`config.mk`:
```
export PLATFORM = sky130hd
export DESIGN_NAME = contador_modular
export DESIGN_NICKNAME = d
export VERILOG_FILES = /design/src/rtl/cont_pkg.sv /design/src/rtl/cont_next.sv /design/src/rtl/contador_modular.sv
export SDC_FILE = /design/constraint.sdc
export NUM_CORES = 1
export LEC_CHECK = 0
export CAP_MARGIN = 20
export CORE_MARGIN = 1
export CORE_UTILIZATION = 40
export CTS_BUF_LIST = sky130_fd_sc_hd__clkbuf_8
export DETAILED_ROUTE_END_ITERATION = 7
export GPL_TIMING_DRIVEN = 0
export PLACE_DENSITY = 0.63
export SYNTH_ARGS = -nofsm -noshare
export SYNTH_HDL_FRONTEND = slang
export SYNTH_SLANG_ARGS = --single-unit
```
`constraint.sdc`:
```
create_clock -name Clock -period 4.12 [get_ports Clock]
set_clock_uncertainty 0.2 [all_clocks]
set_input_delay 0.824 -clock Clock [delete_from_list [all_inputs] [get_ports Clock]]
set_output_delay 0.824 -clock Clock [all_outputs]
set_load 0.05 [all_outputs]
```
`src/rtl/cont_pkg.sv`:
```
// Shared types and the next-count function for the modular up/down counter.
package cont_pkg;

    typedef enum logic {WRAP = 1'b0, SAT = 1'b1} modo_t;

    localparam int unsigned MAX_W = 32;

    typedef struct packed {
        logic [MAX_W-1:0] valor;
        logic             fim;
        logic             erro;
    } next_t;

    // Values are widened to MAX_W so that sums never truncate for WIDTH <= 31.
    function automatic next_t next_count(
        input logic [MAX_W-1:0] saida,
        input logic [MAX_W-1:0] passo,
        input logic [MAX_W-1:0] entrada,
        input logic [MAX_W-1:0] modulo,
        input logic             load,
        input logic             enable,
        input logic             up,
        input modo_t            modo
    );
        next_t            res;
        logic [MAX_W-1:0] s;
        res.valor = saida;
        res.fim   = 1'b0;
        res.erro  = 1'b0;
        s         = saida + passo;
        if (load) begin
            if (entrada < modulo) begin
                res.valor = entrada;
            end else begin
                res.valor = modulo - MAX_W'(1);
                res.erro  = 1'b1;
            end
        end else if (enable) begin
            if (passo >= modulo) begin
                res.erro = 1'b1;
            end else if (passo == '0) begin
                res.valor = saida;
            end else if (up) begin
                if (s < modulo) begin
                    res.valor = s;
                end else begin
                    res.fim   = 1'b1;
                    res.valor = (modo == WRAP) ? (s - modulo) : (modulo - MAX_W'(1));
                end
            end else begin
                if (saida >= passo) begin
                    res.valor = saida - passo;
                end else begin
                    res.fim   = 1'b1;
                    res.valor = (modo == WRAP) ? (saida + modulo - passo) : '0;
                end
            end
        end
        return res;
    endfunction

endpackage

```
`src/rtl/cont_next.sv`:
```
// Combinational next-state for the counter: add/sub, bound check and clamp.
module cont_next
    import cont_pkg::*;
#(
    parameter int unsigned WIDTH  = 4,
    parameter int unsigned MODULO = 10
) (
    input  logic [WIDTH-1:0] saida,
    input  logic [WIDTH-1:0] passo,
    input  logic [WIDTH-1:0] entrada,
    input  logic             load,
    input  logic             enable,
    input  logic             up,
    input  modo_t            modo,
    output logic [WIDTH-1:0] valor_c,
    output logic             fim_c,
    output logic             erro_c
);

    next_t res;
    logic  unused_hi;

    always_comb begin
        res = next_count(MAX_W'(saida), MAX_W'(passo), MAX_W'(entrada),
                         MAX_W'(MODULO), load, enable, up, modo);
    end

    assign valor_c   = WIDTH'(res.valor);
    assign fim_c     = res.fim;
    assign erro_c    = res.erro;
    assign unused_hi = ^res.valor[MAX_W-1:WIDTH];

endmodule

```
`src/rtl/contador_modular.sv`:
```
// Modulo-N up/down counter: register stage with async reset around cont_next.
module contador_modular
    import cont_pkg::*;
#(
    parameter int unsigned WIDTH  = 4,
    parameter int unsigned MODULO = 10
) (
    input  logic             Clock,
    input  logic             Reset,
    input  logic             Enable,
    input  logic             UpDown,
    input  logic             Modo,
    input  logic [WIDTH-1:0] Passo,
    input  logic             Load,
    input  logic [WIDTH-1:0] Entrada,
    output logic [WIDTH-1:0] Saida,
    output logic             Fim,
    output logic             Erro,
    output logic             Zero
);

    if (WIDTH < 2 || WIDTH > MAX_W - 1) begin : g_bad_width
        $error("contador_modular: WIDTH out of range");
    end
    if (MODULO < 2 || 64'(MODULO) > (64'(1) << WIDTH)) begin : g_bad_modulo
        $error("contador_modular: MODULO out of range");
    end

    logic [WIDTH-1:0] saida_q, saida_d;
    logic             fim_q, fim_d;
    logic             erro_q, erro_d;

    cont_next #(
        .WIDTH  (WIDTH),
        .MODULO (MODULO)
    ) u_next (
        .saida   (saida_q),
        .passo   (Passo),
        .entrada (Entrada),
        .load    (Load),
        .enable  (Enable),
        .up      (UpDown),
        .modo    (modo_t'(Modo)),
        .valor_c (saida_d),
        .fim_c   (fim_d),
        .erro_c  (erro_d)
    );

    always_ff @(posedge Clock or negedge Reset) begin
        if (!Reset) begin
            saida_q <= '0;
            fim_q   <= 1'b0;
            erro_q  <= 1'b0;
        end else begin
            saida_q <= saida_d;
            fim_q   <= fim_d;
            erro_q  <= erro_d;
        end
    end

    assign Saida = saida_q;
    assign Fim   = fim_q;
    assign Erro  = erro_q;
    assign Zero  = (saida_q == '0);

endmodule

```
After elaboration in Yosys (flattened, before gate mapping)
Cells that the tools add are included.

word-level totals
  logic and storage cells = 35
  bits in latches = 0
  bits in registers = 6
  ROM bits = 0
  memories = 0
  bits in writable memories = 0

cells by class
  muxes and demuxes = 17
  eq/ne operators = 2
  bitwise logic cells = 0
  $add $sub $neg = 5
  $mul = 0
  $lt $le $gt $ge = 4
  reductions and logical operators = 4
  divide/modulo/power cells = 0
  shifts and indexed selects = 0

operator list
  operator                                            number
  two-way mux 4 bit                                   7
  two-way mux 5 bit                                   2
  zero test 4 bit                                     2
  subtractor 4 bit                                    2
  two-way mux 1 bit                                   7
  two-way mux 6 bit                                   1
  adder 4 x 4 -> 5 bit                                1
  < comparator 5 x 4 -> 1 bit, second input constant  1
  adder 4 bit, second input constant                  1
  >= comparator 4 bit                                 1
  >= comparator 4 bit, second input constant          1
  < comparator 4 bit, second input constant           1
  inequality test 2 bit, second input constant        2
  subtractor 4 bit, second input constant             1
  AND reduction 3 bit                                 1
  nonzero test 2 bit                                  1

Longest topological paths before layout
  word-level depth = 9
  depth in mapped cells = 10
  depth with buffers taken out = 10

Hierarchy
From an unflattened synthesis, not the netlist that was laid out.

unflattened totals
  cell total of the unflattened synthesis = 109
  area, all modules = 972.2 µm²

by module, submodules not included
  module            area each (µm²)  seq. area each (µm²)  times used  cells an instance
  cont_next         809.5            0.0                   1           102
  contador_modular  162.7            150.1                 1           7

Worst setup path after synthesis
No wires, ideal clock.

  path type = reg-to-output
  from = register saida_q[1] (netlist: Saida[1])
  to = output Zero
  stages on the path, launching flop included = 2
  data arrival time = 2.205 ns
  path slack = 0.891 ns
  cell sequence = dfrtp_1 nor4_1

on the way
  cells in the longest elaborated chain, start to end = 1

RTL lines
  element                   RTL line                RTL
  start: declaration        contador_modular.sv:29  logic [WIDTH-1:0] saida_q, saida_d;
  start signal: assignment  contador_modular.sv:55  saida_q <= saida_d;
  zero test 4 bit           contador_modular.sv:64  assign Zero = (saida_q == '0);
  end: declaration          contador_modular.sv:19  output logic Zero

No other way between the ends.

Final worst setup path
  from = input Passo[1]
  to = register saida_q[0] (netlist: Saida[0])

on the way
  cells in the longest elaborated chain, start to end = 8

RTL lines
  element                      RTL line                RTL
  start: declaration           contador_modular.sv:13  input logic [WIDTH-1:0] Passo,
  adder 4 x 4 -> 5 bit         cont_pkg.sv:30          s = saida + passo;
  < comparator 5 x 4 -> 1 bit  cont_pkg.sv:44          if (s < modulo) begin
  two-way mux 4 bit            cont_pkg.sv:44
  two-way mux 5 bit            cont_pkg.sv:43          end else if (up) begin
  two-way mux 4 bit            cont_pkg.sv:41          end else if (passo == '0) begin
  two-way mux 5 bit            cont_pkg.sv:39          if (passo >= modulo) begin
  two-way mux 6 bit            cont_pkg.sv:38          end else if (enable) begin
  two-way mux 4 bit            cont_pkg.sv:31          if (load) begin

Several ways; a longest one is shown, not always the timed one. The select of a mux whose other input is x is not followed.
A chain may end at the register's enable or synchronous reset.

==> impl_results.md <==
* Status: finished clean
* P_leak at 0.521 nW
* Final setup fails at 0
* Cells along the critical path: clkdlybuf4s50_1, inv_1, fa_1, xnor2_1, ha_1, or3_1, or3_1, nand4b_2, a21boi_1, o311ai_1
* CP arrival at 3730 ps
* Routed vias/inst at 5.47
* CTS Root Cell: clkbuf_8
* Worst R2R Setup Slack at 1070 ps
* Synth Warn # at 0
* # IOs at 21
* DP Area at 1160 um2
* DRT antenna net count at 0
* First-pass DRT Iterations at 4
* Primary FF master, synth: dfrtp_1
* Area delta synth->final at 28.6%
* Setup crit end kind: flip-flop
* Slowest CP cell: clkdlybuf4s50_1
* Cell with the most instances after synthesis: inv_1
* FF-to-FF End: Saida[0]
* Post-Route WL at 2.31 mm
* Slack of the critical path at 300 ps
* Async SR Flop Fraction at 1.00
* DP Cell Count at 158
* Crit-path leading delay family: simple AND/OR/NAND/NOR gates
* Net Count, Synth at 140
* Antenna cells at 0
* Minimum clock period at 3820 ps
* Clk_lat worst skew at 230 ps
* Worst path depth at 10
* Clock transition at path regs at 40 ps
* Layout cell share with drive strength beyond 1 at 0.0677
* Port Buffers at 19
* Longest Clk Path Bufs at 2
* Final Max Tran Viols at 0
* Mapped Avg Cell Area at 8.41 um2
* Met2 Track Usage GR at 0.362
* Pre-CTS setup slack at 31.1 ps
* R2R depth at 10
* Critical path data required time at 4030 ps
* Pwr Density at 373 nW/um2
* Fmax at 262 MHz
* Min-Delay Endpoint: Saida[0]
* GR Util met3 at 0.0364
* HPWL Detailed at 1.92 mm
* Setup TNS at 0 ps
* TritonCTS clock tree: built
* CP Class: input port to flip-flop
* Die Footprint at 2530 um2
* GR Util met1 at 0.242
* Post-synth EDFFs at 0
* Critical Path Fanout Max at 7
* Layout net count at 164
* Combinational group share of total power at 0.622
* First-pass GRT wire length at 3.75 mm
* Grt ovf at 0
* Tot GR Track Use at 0.201
* Post-Syn Instances at 111
* HP Start: Saida[0]
* Syn Std Cell Area at 933 um2
* Slowest cell delay on critical path at 640 ps
* Cell variety after synth at 43
* Die H at 50.3 um
* Tcrit/Tclk final at 0.927
* Synth top cells by count: inv_1 (17), ha_1 (11), o21ai_0 (9)
* Worst path bufs/invs at 2
* Hold Vio Cnt, Final at 0
* Largest net degree at the start of global routing at 10
* CP most frequent cell: or3_1
* Placeable Area at 2210 um2
* Gr busiest metal: met2
* Class of the worst hold path: flip-flop to flip-flop
* RSZ-0062 raised after global routing: no
* Max-Cap Viols at 0
* Tot Pwr at 0.448 mW
* Post-route DRC violation count at 0
* Internal Power at 0.251 mW
* Maximum VDD drop at 0.299 mV
* Total net switching power at 0.196 mW
* Worst-Margin Slew at 525 ps
* Cell taking the most area after synthesis: dfrtp_1
* Routability cong. at 0.824
* Post CTS Setup Buffer Count at 0
* Starting Density at 0.422
* Vias in the first global route at 845
* Hold buffer count at cts at 0
* Main area contributors after synthesis: dfrtp_1 (16%), ha_1 (15%), fa_1 (8.6%)
* H-tree levels at 1
* CP Launch Type: input port
* WHS Path Cells at 2
* Switching share of total power at 0.439
* Synth Register Bits at 6
* Post-Layout Cell Count at 161
* CTS resizes at 0
* Clock power frac at 0.205
* RR Startpoint: Saida[0]
* Fin area at 1200 um2
* Starting DRC count in detailed routing at 17
* Avg WL per Cell at 14.3 um
* Clock Sinks at 6
* Chip width at 50.3 um
* CTS Buf Count at 3
* Antenna violations before repair at 0
* Via Count at 880
* Yosys top cell area share at 0.161
* Seq pwr share at 0.173
* # rows at 17
* Register area share after synthesis at 0.161
* Worst slew margin at 0.646
[tightest hold or removal path, stage by stage (launching register included)]
cell,delay (ps)
dfrtp_1,420
nand2_1,80
o311ai_1,100
[cell usage in the layout (no fill, tap or decap), drive strengths merged, types with 3 or more instances in the layout]
cell,instances
a211oi,3
a21oi,6
a22oi,3
clkbuf,4
clkdlybuf4s50,19
dfrtp,6
fa,4
ha,11
inv,17
nor2,5
nor2b,4
o21ai,9
or3,3
xor2,3
[worst max path at each step]
| stage | start | endpoint | slack, ps |
|---|---|---|---|
| 2_1_floorplan | Saida[1] | Zero | 890 |
| 3_3_place_gp | Passo[1] | Saida[0] | 80 |
| 3_5_place_dp | Passo[1] | Saida[0] | 30 |
| 4_1_cts | Passo[1] | Saida[0] | 250 |
| 5_1_grt | Passo[1] | Saida[0] | 110 |
| 6_report | Passo[1] | Saida[0] | 300 |
[registers in the layout, summed over array words and instances, names as in the netlist]
register / count
Fim: 1
Saida: 4
Erro: 1
[kinds of logic (layout without fill, tap and decap cells)]
| family | count (synthesis) | in the layout | synth area share |
|---|---|---|---|
| muxes | 2 | 2 | 0.0214 |
| AOI/OAI and AO/OA | 36 | 36 | 0.265 |
| and+or+nand+nor | 27 | 27 | 0.178 |
| DFF | 6 | 6 | 0.161 |
| xor gates and xnor gates | 5 | 5 | 0.0469 |
| buffers and inverters | 20 | 42 | 0.0938 |
| adders and majority gates | 15 | 15 | 0.233 |
[power by group through the flow]
stage	clock network, mW	logic (mW)	registers (mW)
floorplan	0	0.177	0.100
global placement	0	0.271	0.0782
detailed placement	0	0.277	0.0783
CTS	0.0921	0.279	0.0777
global route	0.0966	0.305	0.0788
finish	0.0916	0.279	0.0774
[through the flow]
| stage | util | hold WS [ps] |
|---|---|---|
| after global routing | 0.542 | 511 |
| after detailed placement | 0.524 | 445 |
| after global placement | 0.524 | 423 |
| final | 0.542 | 443 |
| after floorplan | - | 328 |
| after CTS | 0.542 | 459 |
[layout make-up]
class / count / area (um2)
Sequential cell: 6 / 150
Clock buffer: 3 / 41.3
Tap cell: 28 / 35.0
Fill cell: 231 / 1010
Inverter: 17 / 63.8
Multi-Input combinational cell: 85 / 696
Timing Repair Buffer: 19 / 190
Buffer: 3 / 23.8
[layer usage]
layer	vias up	wire (um)
met5	-	0
met4	0	0
met3	0	85
met2	24	1160
met1	413	1060
li1	443	-
Power figures use the tool's default switching activity.
